[src/rtl/simd_lane_sequencer.sv]
// Issue/collect front end for simd_alu: packs a scalar (a,b) stream into one vector,
// holds it on the ALU bus for the ALU latency, then streams the result back one lane at a time.
module simd_lane_sequencer #(
  parameter int LANES   = 8,
  parameter int WIDTH   = 16,
  parameter int ALU_LAT = 1
) (
  input  logic                          clk,
  input  logic                          rst,
  input  logic                          in_valid,
  output logic                          in_ready,
  input  logic [WIDTH-1:0]              in_a,
  input  logic [WIDTH-1:0]              in_b,
  input  logic [2:0]                    in_op,
  input  logic                          in_last,
  output logic [LANES*WIDTH-1:0]        alu_a,
  output logic [LANES*WIDTH-1:0]        alu_b,
  output logic [2:0]                    alu_op,
  input  logic [LANES*WIDTH-1:0]        alu_y,
  input  logic                          alu_valid,
  output logic                          out_valid,
  input  logic                          out_ready,
  output logic [WIDTH-1:0]              out_y,
  output logic [$clog2(LANES)-1:0]      out_lane,
  output logic                          out_last
);

  localparam int LW  = $clog2(LANES);
  localparam int VW  = LANES * WIDTH;
  localparam int WCW = $clog2(ALU_LAT + 2);
  localparam logic [LW-1:0]  LAST_LANE = LW'(LANES - 1);
  localparam logic [WCW-1:0] WAIT_LAST = WCW'(ALU_LAT);

  // Padding lanes carry b=1 so a divide on an unfilled lane never sees a zero divisor.
  function automatic logic [VW-1:0] pad_ones();
    logic [VW-1:0] p;
    p = '0;
    for (int i = 0; i < LANES; i++) p[i*WIDTH +: WIDTH] = WIDTH'(1);
    return p;
  endfunction
  localparam logic [VW-1:0] PAD_B = pad_ones();

  typedef enum logic [1:0] {FILL, WAIT_ALU, DRAIN} state_t;

  state_t         state, state_nxt;
  logic [LW-1:0]  cnt, idx;
  logic [LW:0]    n;
  logic [WCW-1:0] wcnt;
  logic [VW-1:0]  a_buf, b_buf, res;
  logic [2:0]     op_r;
  logic           fill_done, last_lane, in_hs, out_hs;
  logic [WIDTH-1:0] res_sel;

  assign alu_a  = a_buf;
  assign alu_b  = b_buf;
  assign alu_op = op_r;

  // Handshakes: a transfer happens on a rising edge where valid && ready; valid never waits on ready.
  always_comb begin
    state_nxt = state;
    in_ready  = 1'b0;
    out_valid = 1'b0;
    fill_done = (cnt == LAST_LANE) || in_last;
    last_lane = ({1'b0, idx} == (n - 1'b1));
    res_sel   = '0;
    for (int i = 0; i < LANES; i++)
      if (idx == LW'(i)) res_sel = res[i*WIDTH +: WIDTH];
    case (state)
      FILL: begin
        in_ready = !rst;
        if (in_valid && !rst && fill_done) state_nxt = WAIT_ALU;
      end
      WAIT_ALU: begin
        if (wcnt == WAIT_LAST && alu_valid) state_nxt = DRAIN;
      end
      DRAIN: begin
        out_valid = 1'b1;
        if (out_ready && last_lane) state_nxt = FILL;
      end
      default: state_nxt = FILL;
    endcase
    in_hs    = in_valid && in_ready;
    out_hs   = out_valid && out_ready;
    out_last = out_valid && last_lane;
    out_lane = idx;
    out_y    = out_valid ? res_sel : '0;
  end

  always_ff @(posedge clk) begin
    if (rst) begin
      state <= FILL;
      cnt   <= '0;
      idx   <= '0;
      n     <= '0;
      wcnt  <= '0;
      a_buf <= '0;
      b_buf <= PAD_B;
      op_r  <= 3'b000;
      res   <= '0;
    end else begin
      state <= state_nxt;
      case (state)
        FILL: begin
          if (in_hs) begin
            for (int i = 0; i < LANES; i++) begin
              if (cnt == LW'(i)) begin
                a_buf[i*WIDTH +: WIDTH] <= in_a;
                b_buf[i*WIDTH +: WIDTH] <= in_b;
              end
            end
            if (cnt == '0) op_r <= in_op;
            if (fill_done) begin
              n    <= {1'b0, cnt} + 1'b1;
              wcnt <= '0;
            end else begin
              cnt <= cnt + 1'b1;
            end
          end
        end
        WAIT_ALU: begin
          // Counter saturates on the last wait cycle until the ALU reports valid.
          if (wcnt != WAIT_LAST) begin
            wcnt <= wcnt + 1'b1;
          end else if (alu_valid) begin
            res <= alu_y;
            idx <= '0;
          end
        end
        DRAIN: begin
          if (out_hs) begin
            if (last_lane) begin
              cnt   <= '0;
              idx   <= '0;
              a_buf <= '0;
              b_buf <= PAD_B;
            end else begin
              idx <= idx + 1'b1;
            end
          end
        end
        default: ;
      endcase
    end
  end

endmodule

[config.mk]
export PLATFORM = sky130hd
export DESIGN_NAME = simd_lane_sequencer
export DESIGN_NICKNAME = d
export VERILOG_FILES = /design/src/rtl/simd_lane_sequencer.sv
export SDC_FILE = /design/constraint.sdc
export NUM_CORES = 1
export LEC_CHECK = 0
export BUFFER_PORTS_ARGS = -buffer_cell sky130_fd_sc_hd__buf_2
export CAP_MARGIN = 20
export CORE_MARGIN = 8
export CORE_UTILIZATION = 47
export CTS_BUF_LIST = sky130_fd_sc_hd__clkbuf_4 sky130_fd_sc_hd__clkbuf_8 sky130_fd_sc_hd__clkbuf_16
export DETAILED_ROUTE_END_ITERATION = 8
export PLACE_DENSITY = 0.76
export SLEW_MARGIN = 20
export SYNTH_ARGS = -nofsm -noshare
export SYNTH_HDL_FRONTEND = slang
export SYNTH_SLANG_ARGS = --single-unit
[constraint.sdc]
create_clock -name clk -period 2.4 [get_ports clk]
set_input_delay 0.36 -clock clk [delete_from_list [all_inputs] [get_ports clk]]
set_output_delay 0.36 -clock clk [all_outputs]
set_load 0.02 [all_outputs]
==> qor.yml, run 1 <==
outcome:
  status: "complete, but fails checks"
  violations: "setup timing"
setup_path:
  cp_slowest_cell: "o32a_1"
  cp-end-kind: "primary output"
  crit_top_cell: "ha_4"
  cp_cell_sequence: "ha_4 -> ha_4 -> buf_12 -> or2_4 -> o32a_1 -> o21ai_4 -> buf_6"
  crit_required_ns: 2.04
  start_kind: "flop"
  critical_path.max_stage_delay_ns: 0.42
  cp_max_fo: 7
  crit_type: "reg2out"
  cp.arrival_ns: 2.38
global_routing:
  grt_max_degree: 194
  antenna_found_initial: 3
  grt_usage_pct: 29.1
  grt_pass1_vias: 15000
  overflow: 0
  grt_first_pass_wirelength_um: 89800
detailed_routing:
  wl_per_cell_um: 23.6
  drc: 0
  drt_pass1_iterations: 5
  vias_per_cell: 5.90
  num_vias: 15000
  drt_iter0_markers: 1537
  antenna_left: 0
  finalWirelength_um: 60100
clocking:
  worstSkewPairLatency_ns: 0.58
  cts_buffers: 43
  hold_buffers: 0
  cts_tree: "built"
  htree_levels: 2
  cts_num_sinks: 401
  cts_buffer_depth: 3
  cts-root-buf: "clkbuf_16"
  clkTransAtPathRegs_ns: 0.06
worst_hold_path:
  hold_path_class: "in2reg"
floorplan:
  die_h_um: 198
  core_area_um2: 32600
  die_area_um2: 39300
  io_pins: 450
  start_util_pct: 47.9
  die_x_um: 198
  placementRows: 66
synthesis:
  yosys_warnings: 0
  ys_seq_elements: 401
  syn_area_per_cell_um2: 9.36
  ys_types: 57
  postSynth.asyncResetShare_pct: 0
  syn-cell-area_um2: 15600
  synthCells: 1669
  yosysSeqAreaShare_pct: 51.4
  synth_top_flop_cell: "dfxtp_1"
  syn_nets: 1852
  synth_edf_count: 0
sta:
  period_share_pct: 114
  setup_ws_ns: -0.339
  tightestPinTransition_ns: 0.993
  finalCriticalPeriod_ns: 2.74
  fin_skew_ns: 0.0275
  fmaxAchievable_ghz: 0.365
  finalSetupViolations: 16
  holdWs_ns: 0.0368
  rsz0062_at_grt: "true"
  max_slew_margin_pct: 33.5
  slew_violations: 0
  hold_viol: 0
placement:
  hpwl_um: 41700
  gp_congestion: 0.930
  port_buffers: 449
  dp_cells: 2452
  dp_slack_ns: 0.00136
final_layout:
  final_nets: 2251
  mostFrequentLayoutCell: "buf_2"
  syn2layout_area_growth_pct: 31.4
  drive_above_1_share_pct: 32.4
  layout_common_cells: "buf_2, dfxtp_1, nand2_1, a21oi_1, a32o_1"
  fin_cells: 2546
pwr:
  p_leak_nw: 8.22
  vdd_drop_max_mv: 0.782
  p_per_area_nw_per_um2: 847
run:
  max-cap-violations: 0
[what timing repair did]
item,CTS,global route
setup endpoints to repair,17,23
endpoints found under the hold margin,0,0
gates cloned,4,0
pin swaps,23,18
resized for setup,74,10
setup buffers,6,3
[final cells by class]
cell class / instances / area [um^2]
repair buffers: 516 / 3140
well taps: 442 / 553
diodes: 3 / 7.51
clock inverters: 29 / 449
inverters: 35 / 134
clock buffers: 49 / 1150
multi-input cells: 1071 / 7070
flip-flops and latches: 401 / 8040
fillers: 2701 / 12100
[final timing paths]
path	startpoint	endpoint	slack, ns	cells after the start
worst min-delay path	alu_y[104]	res[104]	0.04	3
worst max-delay path	out_lane[1]	out_y[8]	-0.34	7
worst max register to register	out_lane[2]	alu_a[11]	0.10	7
worst min register to register	res[111]	res[111]	0.45	2
[per-layer routing]
metal,GRT usage [%],wire length (um)
met4,12.4,2220
met2,47.5,28200
met3,9.25,6850
met5,0,0
met1,34.9,22800
[synthesized netlist by cell type (3+ instances only)]
cell	number	area [um^2]
a211oi_2	3	37.5
a21oi_1	235	1180
a221oi_1	18	158
a22oi_1	21	158
a2bb2o_1	3	30.0
a2bb2o_4	14	280
a31oi_4	5	106
a32o_1	124	1240
and2_1	5	31.3
and3_1	4	25.0
buf_1	6	22.5
buf_2	29	145
buf_6	15	169
clkbuf_1	112	420
dfxtp_1	401	8030
ha_1	14	175
inv_1	35	131
nand2_1	357	1340
nand2b_1	4	25.0
nand3_1	8	40.0
nor2_1	25	93.8
nor2b_1	22	138
nor3_1	4	20.0
o21ai_0	34	170
o2bb2ai_1	45	394
o31ai_1	63	473
o32a_1	16	160
or2_2	3	18.8
or3_1	4	25.0
[worst max-delay path: cells and delay by family, from the launching register on]
kind	cells	cell delay, ns
AOI/OAI and AO/OA	2	0.58
adders and majority gates	2	0.34
DFF	1	0.37
buffers and inverters	2	0.25
and+or+nand+nor	1	0.28
[power breakdown]
group | internal, mW | total, mW | switching, mW | leakage, nW
clock | 4.48 | 7.42 | 2.94 | 0.781
sequential | 6.92 | 7.09 | 0.176 | 3.24
combinational | 0.924 | 2.87 | 1.94 | 4.20
total | 12.3 | 17.4 | 5.06 | 8.22
[sequential cells by signal (all words and copies together), names as in the netlist]
register / flops
alu_b: 128
wcnt: 2
alu_op: 3
n: 4
alu_a: 128
out_lane: 3
res: 128
cnt: 3
state: 2
[metrics by stage]
stage / total power [mW] / TNS (ns) / utilization (%) / instance area, um^2
final: 17.4 / -4.81 / 63.0 / 20500
after global routing: 17.9 / -5.80 / 63.0 / 20500
after CTS: 17.4 / -5.12 / 62.6 / 20400
after detailed placement: 9.97 / 0 / 56.6 / 18500
after global placement: 9.93 / 0 / 56.6 / 18500
after floorplan: 8.86 / 0 / - / 15800
[cells by family (layout without fill, tap and decap cells)]
family          Yosys count  count (layout)  share of synthesized area, %
simple gates            446             447                          11.8
other cells               0               3                             0
xor+xnor                  4               4                         0.320
compound gates          606             606                          29.6
flops                   401             401                          51.4
buf+inv                 198             629                          5.73
fa+ha+maj                14              14                          1.12
Note: power is estimated with default switching activity, not from simulation.
==> run 2, diff against run 1 <==
--- a/config.mk
+++ b/config.mk
@@ -9,9 +9,10 @@
 export CAP_MARGIN = 20
 export CORE_MARGIN = 8
 export CORE_UTILIZATION = 47
-export CTS_BUF_LIST = sky130_fd_sc_hd__clkbuf_4 sky130_fd_sc_hd__clkbuf_8 sky130_fd_sc_hd__clkbuf_16
 export DETAILED_ROUTE_END_ITERATION = 8
+export MAX_ROUTING_LAYER = met4
 export PLACE_DENSITY = 0.76
+export SKIP_CTS_REPAIR_TIMING = 1
 export SLEW_MARGIN = 20
 export SYNTH_ARGS = -nofsm -noshare
 export SYNTH_HDL_FRONTEND = slang
==> run 2 against run 1 <==
Against the previous run:
- the run still ends with setup timing left
- count of clock-buffer cells in the layout up 10
- design area down 1.3%
- critical path depth down 1
- utilization down 0.81 points
- cell count down 0.35%
- setup slack worse by 0.039 ns
- fmax down 1.4%
- global-route usage up 0.33 points
- combinational power about the same
- critical path type unchanged
- largest power group is now registers
- highest routed layer unchanged
==> qor.yml, run 2 (synthesis results as in run 1) <==
sta:
  period_share_pct: 116
  finalCriticalPeriod_ns: 2.78
  rsz0062_at_grt: "true"
  slew_violations: 0
  setup_ws_ns: -0.378
  tightestPinTransition_ns: 1.07
  fmaxAchievable_ghz: 0.360
  finalSetupViolations: 16
  max_slew_margin_pct: 28.7
  hold_viol: 0
  fin_skew_ns: 0.0304
worst_hold_path:
  min_to: "res[25]"
  hold_path_class: "in2reg"
  min_from: "alu_y[25]"
  holdPathStages: 3
setup_path:
  critical_path.max_stage_delay_ns: 0.40
  worstRegToRegCells: 6
  cp_max_fo: 8
  r2r_slack_ns: 0.15
  start_kind: "flop"
  cp_slowest_cell: "or2_2"
  cp_cell_sequence: "ha_4 -> ha_4 -> or2_2 -> o32a_1 -> o21ai_4 -> buf_4"
  r2r-end: "out_lane[0]"
  regToRegStartpoint: "out_lane[2]"
  crit_required_ns: 2.04
  crit_type: "reg2out"
  cp.arrival_ns: 2.42
  cp-end-kind: "primary output"
  crit_top_cell: "ha_4"
final_layout:
  mostFrequentLayoutCell: "buf_2"
  layout_common_cells: "buf_2, dfxtp_1, nand2_1, a21oi_1, a32o_1"
  final_nets: 2243
  fin_cells: 2537
  drive_above_1_share_pct: 31.7
  final_cell_area_um2: 20300
  fill_cells: 2686
  syn2layout_area_growth_pct: 29.7
clocking:
  cts_tree: "built"
  cts-root-buf: "clkbuf_16"
  htree_levels: 2
  cts_buffers: 43
  worstSkewPairLatency_ns: 0.59
  clkTransAtPathRegs_ns: 0.06
  cts_num_sinks: 401
  cts_buffer_depth: 3
detailed_routing:
  antenna_left: 0
  wl_per_cell_um: 23.8
  drt_iter0_markers: 1476
  finalWirelength_um: 60300
  vias_per_cell: 5.94
  drt_pass1_iterations: 7
  num_vias: 15100
  drc: 0
pwr:
  p_leak_nw: 8.09
  p_per_area_nw_per_um2: 816
  vdd_drop_max_mv: 0.788
placement:
  dp_slack_ns: 0.00650
  dp_cells: 2447
  port_buffers: 449
  placed_cell_area_um2: 18500
  gp_congestion: 0.952
  hpwl_um: 41600
floorplan:
  core_area_um2: 32600
  die_area_um2: 39300
  die_x_um: 198
  placementRows: 66
  die_h_um: 198
  start_util_pct: 47.9
  io_pins: 450
global_routing:
  grt_first_pass_wirelength_um: 87300
  grt_pass1_vias: 14500
  grt_max_degree: 193
  grt_usage_pct: 29.4
  overflow: 0
  antenna_found_initial: 4
outcome:
  status: "complete, but fails checks"
  violations: "setup timing"
run:
  max-cap-violations: 0
run 2: worst max path at each step:
stage / from / to / slack [ns] / depth (start not counted)
detailed placement: out_lane[0] / out_y[3] / 0.007 / 6
floorplan: out_lane[1] / out_y[12] / 0.01 / 9
CTS: out_lane[0] / out_y[3] / -0.60 / 6
finish: out_lane[0] / out_y[6] / -0.38 / 6
global placement: out_lane[0] / out_y[3] / 0.07 / 6
global route: out_lane[0] / out_y[1] / -0.39 / 6
run 2: area by class of cell:
class / instances / area [um^2] / area share (%)
Clock inverter: 17 / 179 / 0.883
Inverter: 35 / 136 / 0.673
Timing Repair Buffer: 508 / 3070 / 15.1
Sequential cell: 401 / 8040 / 39.7
Antenna cell: 4 / 10.0 / 0.0494
Tap cell: 442 / 553 / 2.73
Clock buffer: 59 / 1220 / 6.00
Multi-Input combinational cell: 1071 / 7070 / 34.9
run 2: metrics by stage:
step           power [mW]  setup TNS, ns  hold WS, ns  util (%)
4_1_cts              16.5          -8.55      0.00802      61.0
2_1_floorplan        8.86              0        0.436         -
5_1_grt              17.1          -5.77       0.0208      62.1
3_3_place_gp         9.98              0        0.437      56.7
6_report             16.5          -5.12       0.0279      62.1
3_5_place_dp         10.0              0        0.442      56.7
run 2: worst max-delay path, delay by kind of cell (launching register included):
kind / cells / cell delay [ns]
adders and majority gates: 2 / 0.35
and+or+nand+nor: 1 / 0.40
AOI/OAI and AO/OA: 2 / 0.57
buffers and inverters: 1 / 0.17
DFF: 1 / 0.38
run 2: report_power, final:
| group | switching (mW) | internal, mW |
|---|---|---|
| Sequential | 0.173 | 6.92 |
| Clock | 2.80 | 3.79 |
| Combinational | 1.94 | 0.927 |
run 2: per-layer routing:
metal	vias to the layer above	routed length, um	track usage [%]
met3	146	6340	8.86
met4	0	2240	12.6
li1	6844	-	-
met5	-	0	-
met1	7242	23100	34.7
met2	843	28600	46.2
